<file path="src/rtl/tlc_pkg.sv">
// Shared types for the multi-approach traffic light controller.
package tlc_pkg;

  typedef enum logic [2:0] {
    ALLRED = 3'd0,
    GRN    = 3'd1,
    YEL    = 3'd2,
    EMG    = 3'd3,
    FLSH   = 3'd4
  } phase_e;

  localparam logic [1:0] L_RED = 2'b00;
  localparam logic [1:0] L_YEL = 2'b01;
  localparam logic [1:0] L_GRN = 2'b10;
  localparam logic [1:0] L_FLS = 2'b11;

  // Index width for an approach number; never narrower than one bit.
  function automatic int idx_w(input int n);
    return (n > 1) ? $clog2(n) : 1;
  endfunction

endpackage

</file>
<file path="src/rtl/tlc_phase_timer.sv">
// Phase down-counter: load wins, otherwise decrement on en and park at zero.
module tlc_phase_timer #(
  parameter int               CNT_W   = 4,
  parameter logic [CNT_W-1:0] RST_VAL = '0
) (
  input  logic             clk,
  input  logic             rst,
  input  logic             en,
  input  logic             load,
  input  logic [CNT_W-1:0] load_val,
  output logic [CNT_W-1:0] cnt,
  output logic             zero
);

  // Counter register; holding at zero lets EMG/FLSH sit with cnt=0.
  always_ff @(posedge clk or negedge rst) begin
    if (!rst)                   cnt <= RST_VAL;
    else if (load)              cnt <= load_val;
    else if (en && cnt != '0)   cnt <= cnt - CNT_W'(1);
  end

  assign zero = (cnt == '0);

endmodule

</file>
<file path="src/rtl/tlc_multi.sv">
// N-approach traffic light controller: green rotation, walk extension,
// emergency pre-emption and flashing-red fail-safe.
module tlc_multi import tlc_pkg::*; #(
  parameter int N_APPR  = 2,
  parameter int CNT_W   = 4,
  parameter int GRN_T   = 8,
  parameter int YEL_T   = 3,
  parameter int ARD_T   = 2,
  parameter int PED_EXT = 4
) (
  input  logic                      clk,
  input  logic                      rst,
  input  logic                      en,
  input  logic [N_APPR-1:0]         ped_req,
  input  logic                      emg_req,
  input  logic [idx_w(N_APPR)-1:0]  emg_dir,
  input  logic                      flash,
  output logic [2*N_APPR-1:0]       light,
  output logic [N_APPR-1:0]         ped_walk,
  output logic [2:0]                phase,
  output logic [idx_w(N_APPR)-1:0]  active,
  output logic [CNT_W-1:0]          cnt
);

  localparam int             IDX_W = idx_w(N_APPR);
  localparam logic [IDX_W-1:0] LAST = IDX_W'(N_APPR - 1);

  phase_e                state, state_n;
  logic [IDX_W-1:0]      act_n, nxt;
  logic [N_APPR-1:0]     lat, lat_n, nxt_oh, walk_n;
  logic [2*N_APPR-1:0]   light_n;
  logic [CNT_W-1:0]      ld_val;
  logic                  ld, zero, entering, ext;

  assign nxt    = (active == LAST) ? '0 : active + IDX_W'(1);
  assign nxt_oh = N_APPR'(1) << nxt;
  // A request arriving on the very cycle its green starts is served by it.
  assign ext    = lat[nxt] | ped_req[nxt];
  assign phase  = state;

  tlc_phase_timer #(
    .CNT_W   (CNT_W),
    .RST_VAL (CNT_W'(ARD_T - 1))
  ) u_timer (
    .clk      (clk),
    .rst      (rst),
    .en       (en),
    .load     (ld),
    .load_val (ld_val),
    .cnt      (cnt),
    .zero     (zero)
  );

  // Next phase, owner and timer reload; flash yields to emergency and EMG.
  always_comb begin
    state_n  = state;
    act_n    = active;
    ld       = 1'b0;
    ld_val   = '0;
    entering = 1'b0;
    if (en) begin
      if (flash && !emg_req && state != EMG && state != FLSH) begin
        state_n = FLSH;
        ld      = 1'b1;
      end else begin
        case (state)
          ALLRED: if (zero) begin
            ld = 1'b1;
            if (emg_req) begin
              state_n = EMG;
              act_n   = emg_dir;
            end else begin
              state_n  = GRN;
              act_n    = nxt;
              entering = 1'b1;
              ld_val   = ext ? CNT_W'(GRN_T + PED_EXT - 1) : CNT_W'(GRN_T - 1);
            end
          end
          GRN: begin
            if (emg_req && active == emg_dir) begin
              state_n = EMG;
              ld      = 1'b1;
            end else if (emg_req || zero) begin
              state_n = YEL;
              ld      = 1'b1;
              ld_val  = CNT_W'(YEL_T - 1);
            end
          end
          YEL: if (zero) begin
            state_n = ALLRED;
            ld      = 1'b1;
            ld_val  = CNT_W'(ARD_T - 1);
          end
          EMG: if (!emg_req) begin
            state_n = YEL;
            ld      = 1'b1;
            ld_val  = CNT_W'(YEL_T - 1);
          end
          FLSH: if (!flash || emg_req) begin
            state_n = ALLRED;
            ld      = 1'b1;
            ld_val  = CNT_W'(ARD_T - 1);
          end
          default: state_n = ALLRED;
        endcase
      end
    end
  end

  // Walk latches capture even when frozen; entering a green consumes its own.
  always_comb begin
    lat_n  = (lat | ped_req) & ~(entering ? nxt_oh : '0);
    walk_n = '0;
    if (entering)            walk_n = ext ? nxt_oh : '0;
    else if (state_n == GRN) walk_n = ped_walk;
  end

  // Lamp decode from the next state so the lamps register alongside the phase.
  for (genvar i = 0; i < N_APPR; i++) begin : g_lamp
    assign light_n[2*i +: 2] =
      (state_n == FLSH)                     ? L_FLS :
      (act_n != IDX_W'(i))                  ? L_RED :
      (state_n == GRN || state_n == EMG)    ? L_GRN :
      (state_n == YEL)                      ? L_YEL : L_RED;
  end

  // Controller state and registered outputs.
  always_ff @(posedge clk or negedge rst) begin
    if (!rst) begin
      state    <= ALLRED;
      active   <= LAST;
      lat      <= '0;
      light    <= '0;
      ped_walk <= '0;
    end else begin
      state    <= state_n;
      active   <= act_n;
      lat      <= lat_n;
      light    <= light_n;
      ped_walk <= walk_n;
    end
  end

endmodule
</file>
<file path="config.mk">
export PLATFORM = sky130hd
export DESIGN_NAME = tlc_multi
export DESIGN_NICKNAME = d
export VERILOG_FILES = /design/src/rtl/tlc_pkg.sv /design/src/rtl/tlc_phase_timer.sv /design/src/rtl/tlc_multi.sv
export SDC_FILE = /design/constraint.sdc
export NUM_CORES = 1
export LEC_CHECK = 0
export CORE_AREA = 2 2 67 76
export CTS_CLUSTER_SIZE = 8
export DETAILED_ROUTE_END_ITERATION = 10
export DIE_AREA = 0 0 69 78
export PLACE_DENSITY = 0.46
export SLEW_MARGIN = 10
export SYNTH_ARGS = -nofsm -noshare
export SYNTH_HDL_FRONTEND = slang
export SYNTH_HIERARCHICAL = 1
export SYNTH_SLANG_ARGS = --single-unit
</file>
<file path="constraint.sdc">
create_clock -name clk -period 4.7 [get_ports clk]
set_input_delay 0.705 -clock clk [delete_from_list [all_inputs] [get_ports clk]]
set_output_delay 0.705 -clock clk [all_outputs]
set_load 0.05 [all_outputs]
</file>
# Word-level counts from Yosys, hierarchy flattened
# Index checks and enable logic that the tools add are counted.
dict set report totals {
  inputBits 8
  ff_bits 16
  out_inout_bits 14
  wordCells 96
}
dict set report op_classes {
  bitwise_logic 4
  eq_ne 12
  reduce_logical 15
  n_shift 1
  n_addsub 2
  n_lt_le_gt_ge 1
  mux 55
}
# operator count
set ops {}
lappend ops {{$mux 4} 7}
lappend ops {{$mux 2} 13}
lappend ops {{$mux 1} 24}
lappend ops {{$mux 3} 8}
lappend ops {{$pmux 4 s5} 1}
lappend ops {{$pmux 3 s5} 1}
lappend ops {{$eq 3x2->1 const B} 4}
lappend ops {{$eq 3x1->1 const B} 2}
lappend ops {{$eq 3x3->1 const B} 2}
lappend ops {{$logic_and 1x1->1} 5}
lappend ops {{$logic_not 4->1} 1}
lappend ops {{$pmux 1 s4} 1}
lappend ops {{$reduce_bool 4->1} 1}
lappend ops {{$sub 4x1->4 const B} 1}
lappend ops {{$logic_not 3->1} 1}
lappend ops {{$logic_or 1x1->1} 3}
lappend ops {{$ne 3x2->1 const B} 1}
lappend ops {{$ne 3x3->1 const B} 1}
lappend ops {{$and 2x2->2} 1}
lappend ops {{$logic_not 1->1} 2}
lappend ops {{$lt 1x2->1 const B} 1}
lappend ops {{$ne 2x2->1 const B} 1}
lappend ops {{$not 2->2} 1}
lappend ops {{$or 2x2->2} 1}
lappend ops {{other kinds (6)} 6}

# Longest topological paths before layout
dict set report logic_depth {
  ltp_word 12
  ltp_mapped 10
  depth_no_buf 9
}

# By module
# Netlist, hierarchy kept.
# mod cells_each area_each_um2 instances
set modules_own_cells {}
lappend modules_own_cells {tlc_multi 94 844.6 1}
lappend modules_own_cells {tlc_phase_timer 27 271.5 1}

# Worst setup path before layout
# No wires, ideal clock.
dict set report synth_path {
  path_type {flip-flop to flip-flop}
  startpoint {register u_timer.cnt[0]}
  endpoint {register u_timer.cnt[1]}
  path_stages_with_launch 11
  period_less_slack_ns 2.559
  setup_time_ns 0.081
  t_required_ns 4.619
  arrival_time_ns 2.478
  slack_ns 2.141
  path_cell_list {dfstp_2 inv_1 ha_1 nor3b_2 a211oi_1 nor2_1 a22oi_1 a21oi_1 buf_6 or4_1 o211ai_2}
}
dict set report synth_via {
  elab_chain_cells 8
  elab_cells_between_ends 20
}
# element line_no
set synth_rtl {}
lappend synth_rtl {{start: declaration} tlc_phase_timer.sv:11} ;# output logic [CNT_W-1:0] cnt,
lappend synth_rtl {{start signal: assignment} tlc_phase_timer.sv:18} ;# else if (load) cnt <= load_val;
lappend synth_rtl {{start signal: assignment} tlc_phase_timer.sv:19} ;# else if (en && cnt != '0) cnt <= cnt - CNT_W'(1);
lappend synth_rtl {{$logic_not 4->1 *} tlc_phase_timer.sv:22} ;# assign zero = (cnt == '0);
lappend synth_rtl {{via zero} tlc_multi.sv:33} ;# logic ld, zero, entering, ext;
lappend synth_rtl {{$logic_or 1x1->1} tlc_multi.sv:83} ;# end else if (emg_req || zero) begin
lappend synth_rtl {{$mux 1} tlc_multi.sv:83}
lappend synth_rtl {{$mux 1} tlc_multi.sv:80} ;# if (emg_req && active == emg_dir) begin
lappend synth_rtl {{$pmux 1 s4 *} tlc_multi.sv:66} ;# case (state)
lappend synth_rtl {{$mux 1 *} tlc_multi.sv:62} ;# if (flash && !emg_req && state != EMG && state != FLSH) begin
lappend synth_rtl {{$mux 1 *} tlc_multi.sv:61} ;# if (en) begin
lappend synth_rtl {{via ld} tlc_multi.sv:33}
lappend synth_rtl {{$mux 4 or $reduce_bool 2->1 (tied branches)} -}
# The timed path passes the listed nets; every way through them passes the cells marked *. The select of a mux whose other input is x is not followed.
# A chain may end at the register's enable or synchronous reset.

# Final worst setup path
dict set report layout_path {
  startpoint {input emg_req}
  endpoint {register u_timer.cnt[3]}
}
dict set report layout_via {
  elab_chain_cells 7
  elab_cells_between_ends 21
}
# element line_no
set layout_rtl {}
lappend layout_rtl {{start: declaration} tlc_multi.sv:15} ;# input logic emg_req,
lappend layout_rtl {{$logic_or 1x1->1 or $logic_not 1->1 (tied branches)} -}
lappend layout_rtl {{$mux 1 or $logic_and 1x1->1 (tied branches)} {tlc_multi.sv:83, tlc_multi.sv:62}}
lappend layout_rtl {{$mux 1 or $logic_and 1x1->1 (tied branches)} {tlc_multi.sv:80, tlc_multi.sv:62}}
lappend layout_rtl {{$pmux 1 s4 or $logic_and 1x1->1 (tied branches)} {tlc_multi.sv:66, tlc_multi.sv:62}}
lappend layout_rtl {{$mux 1 *} tlc_multi.sv:62}
lappend layout_rtl {{$mux 1 *} tlc_multi.sv:61}
lappend layout_rtl {{via ld} tlc_multi.sv:33}
lappend layout_rtl {{$mux 4 or $reduce_bool 2->1 (tied branches)} -}
# The timed path passes the listed nets; every way through them passes the cells marked *.

==> parameters.txt <==
Parameter                              Value

Yosys
  YS warnings    6
  Cell taking the most area after synthesis    sky130_fd_sc_hd__dfrtp_1
  Post-Synthesis Cell Area    1120 sq um
  Share of the yosys chip area belonging to registers    36.1%
  Async set-reset flop share out of synthesis    100%
  Cell variety after synth    52
  Total of flip-flops plus latches after synthesis    16
  Synth Instances    121
  Syn nets    130
  Synthesized area per cell    9.22 sq um
  Most used DFF post-synth    sky130_fd_sc_hd__dfrtp_1
  Synth top area cells    sky130_fd_sc_hd__dfrtp_1 31%, sky130_fd_sc_hd__dfstp_2 4.7%, sky130_fd_sc_hd__nor2_1 3.0%, sky130_fd_sc_hd__nand2b_1 2.8%, sky130_fd_sc_hd__o21ai_0 2.7%
  Post-synth top area share    31.4%
  Count of flip-flops with a built-in enable after synthesis    0

Clocking
  Clock tree from TritonCTS    yes
  Latest clock arrival within the worst-skew pair    0.25 ns
  Number of H-tree branching levels    1
  Num CTS Buffers    3
  Clock tree buffer depth    2
  Clock slew seen by the registers of the worst setup and hold paths    0.07 ns
  Number of setup buffers added after CTS    0
  Number of buffers inserted for hold repair after clock tree synthesis    0
  Number of gates given a new drive strength after cts    0
  Number of clock sinks seen by CTS    16
  Root cell of the clock tree    sky130_fd_sc_hd__clkbuf_8

Floorplan
  Starting density of the core    24.5%
  Top-level I/O count    22
  Horizontal die dimension    69 um
  Total number of placement rows    26
  Area of the core region    4550 sq um
  Floorplan die area    5380 sq um
  Vertical extent of the die    78 um

Status
  Run status    complete, no violations

Power and ir drop
  Sequential power share    28.8%
  Total power consumption of the routed design    0.000863 W
  Net switching share of the total power    47.6%
  Power density over the cells    613 nW/um^2
  Static power due to leakage    0.542 nW
  Psw    0.000411 W
  Part of the total power dissipated in combinational logic    57.1%
  Proportion of power drawn by the clock network    14.1%
  Worst-case vdd ir drop    322 uV
  Internal power contribution    0.000452 W

STA
  Actual slew at the worst max-slew pin    0.712 ns
  Setup slack of the critical path after layout    1.88 ns
  Layout Skew    0.00615 ns
  Unrepaired setup endpoints after global routing    no
  Fin. Hold Viols    0
  Post-Route Hold Slack    0.538 ns
  Period utilization    59.9%
  Max Clk Rate    355 MHz
  Final-layout setup total negative slack    0 ns
  Min cycle time layout    2.82 ns
  Final Slew Violations    0
  Headroom to the max-slew limit    52.4%
  Final setup vio count    0

Place
  Cell Area, Placed    1350 sq um
  Worst slack, placed    1.59 ns
  RD Place Congestion    0.819
  Post-DP HPWL    1.91 mm
  I/O Buffers    21

Detailed routing
  Count of unresolved DRC violations after routing    0
  Mean number of vias per cell    4.88
  Vias    957
  Remaining antenna violation count    0
  Count of routing violations after the opening detailed-route iteration    58
  Wire length after detailed routing    2.61 mm
  First drt pass iteration count    4
  Post-DR wirelength/cell    13.3 um

Cells and area
  Net count reported at finish    150
  Filler cell count    488
  Share of post-route cells with drive strength above 1    11.4%
  Final instance area    1410 sq um
  Most used cells in the layout excluding fill and tap cells    21 x sky130_fd_sc_hd__clkdlybuf4s50_1, 14 x sky130_fd_sc_hd__dfrtp_1, 9 x sky130_fd_sc_hd__nor2_1
  Commonest non-fill, non-tap cell in the layout    sky130_fd_sc_hd__clkdlybuf4s50_1
  Antenna diode count    0
  Post-synthesis to final-layout area growth    26.1%

Worst setup path
  Critical path class    in -> reg
  Arrival time of data at the critical path endpoint    2.95 ns
  Setup slack of the most critical reg-to-reg path    1.99 ns
  Crit end category    flop
  Destination of the worst register-to-register timing path    u_timer/cnt[3]
  Worst Path Max Fanout    14
  Delay of the slowest critical-path stage    0.74 ns
  Crit path cell chain    clkdlybuf4s50_1, nor2b_1, o21ai_0, a22oi_1, a21oi_1, nor3_1, a221o_1
  Nature of the critical path startpoint    input port
  Worst r2r src    u_timer/cnt[1]
  Number of cells on the worst reg-to-reg path    9
  Timing startpoint of the critical path    emg_req
  Cell with the largest stage delay on the worst path    sky130_fd_sc_hd__clkdlybuf4s50_1
  Critical Path RT    4.84 ns

Hold path
  Hold path endpoint    lat[1]
  Startpoint of the tightest hold check path    lat[1]
  Hold path cells    2
  Min-delay worst type    reg -> reg

Global route
  Antenna violations before repair    0
  Remaining global-route overflow    0
  Global-route wire length before repair    4.56 mm
  Pin count of the biggest net entering global routing    18
  Via count of the first global-routing pass    929
  Total GRT Usage    10.2%

Job
  Number of violations of the max-capacitance limit    0
==> through the flow <==
| step | util, % | instances |
|---|---|---|
| after global routing | 30.9 | 196 |
| after CTS | 30.9 | 196 |
| final | 30.9 | 196 |
| after floorplan | - | 121 |
| after global placement | 29.7 | 192 |
| after detailed placement | 29.7 | 192 |
==> power groups by stage <==
stage	logic (W)	registers, W	clock network, W
6_report	0.000493	0.000248	0.000122
5_1_grt	0.000537	0.000259	0.000132
4_1_cts	0.000498	0.000250	0.000128
3_5_place_dp	0.000494	0.000251	0
3_3_place_gp	0.000499	0.000250	0
2_1_floorplan	0.000259	0.000362	0
==> cell type report <==
class / instances / area [sq um] / share of cell area [%]
multi-input combinational: 91 / 639 / 45.4
sequential: 16 / 403 / 28.6
timing repair buffer: 21 / 210 / 14.9
tap: 56 / 70.1 / 4.98
clock buffer: 4 / 55.1 / 3.91
inverter: 8 / 30.0 / 2.13
==> synthesized netlist by cell type (2+ instances only) <==
| master | count |
|---|---|
| sky130_fd_sc_hd__a211oi_1 | 3 |
| sky130_fd_sc_hd__o21a_1 | 2 |
| sky130_fd_sc_hd__nor2_1 | 9 |
| sky130_fd_sc_hd__or2b_1 | 2 |
| sky130_fd_sc_hd__nand2b_1 | 5 |
| sky130_fd_sc_hd__inv_1 | 8 |
| sky130_fd_sc_hd__o21ai_1 | 2 |
| sky130_fd_sc_hd__o31ai_1 | 2 |
| sky130_fd_sc_hd__o21ai_0 | 6 |
| sky130_fd_sc_hd__nor3_1 | 3 |
| sky130_fd_sc_hd__mux2i_1 | 2 |
| sky130_fd_sc_hd__a21o_1 | 2 |
| sky130_fd_sc_hd__nand2_1 | 7 |
| sky130_fd_sc_hd__nand3_1 | 2 |
| sky130_fd_sc_hd__dfstp_2 | 2 |
| sky130_fd_sc_hd__or3_1 | 4 |
| sky130_fd_sc_hd__o211a_1 | 2 |
| sky130_fd_sc_hd__nor2b_1 | 2 |
| sky130_fd_sc_hd__buf_6 | 2 |
| sky130_fd_sc_hd__o22ai_1 | 3 |
| sky130_fd_sc_hd__dfrtp_1 | 14 |
| sky130_fd_sc_hd__a21oi_1 | 5 |
| sky130_fd_sc_hd__nand3b_1 | 2 |
| sky130_fd_sc_hd__buf_2 | 2 |
==> state kept, by name (all words and copies together), names as in the netlist <==
name / cells
active: 1
lat: 2
light: 4
ped_walk: 2
phase: 3
u_timer/cnt: 4
==> cells by family (layout without fill, tap and decap cells) <==
group	after synthesis	count (layout)	synth area share, %
buffers and inverters	14	33	6.61
xor gates and xnor gates	1	1	0.785
AOI/OAI and AO/OA	39	39	26.2
DFF	16	16	36.1
and+or+nand+nor	48	48	27.4
muxes	2	2	1.79
adders and majority gates	1	1	1.12
==> worst max path at each step <==
stage | cells after the start | slack (ns) | endpoint
floorplan | 10 | 2.14 | u_timer/cnt[1]
global placement | 7 | 1.70 | u_timer/cnt[3]
detailed placement | 7 | 1.59 | u_timer/cnt[3]
CTS | 7 | 1.86 | u_timer/cnt[3]
global route | 9 | 1.60 | u_timer/cnt[3]
finish | 7 | 1.88 | u_timer/cnt[3]
==> critical path: cells and delay by family <==
family | cells | cell delay [ns]
simple gates | 2 | 0.30
compound gates | 4 | 1.20
buf+inv | 1 | 0.74
==> routing by layer <==
| layer | track usage, % | wire length (um) | vias to the layer above |
|---|---|---|---|
| li1 | - | - | 481 |
| met1 | 14.7 | 1340 | 445 |
| met2 | 15.3 | 1140 | 29 |
| met3 | 2.60 | 111 | 2 |
| met4 | 2.35 | 12 | 0 |
| met5 | 0 | 0 | - |
Power figures use the tool's default switching activity.
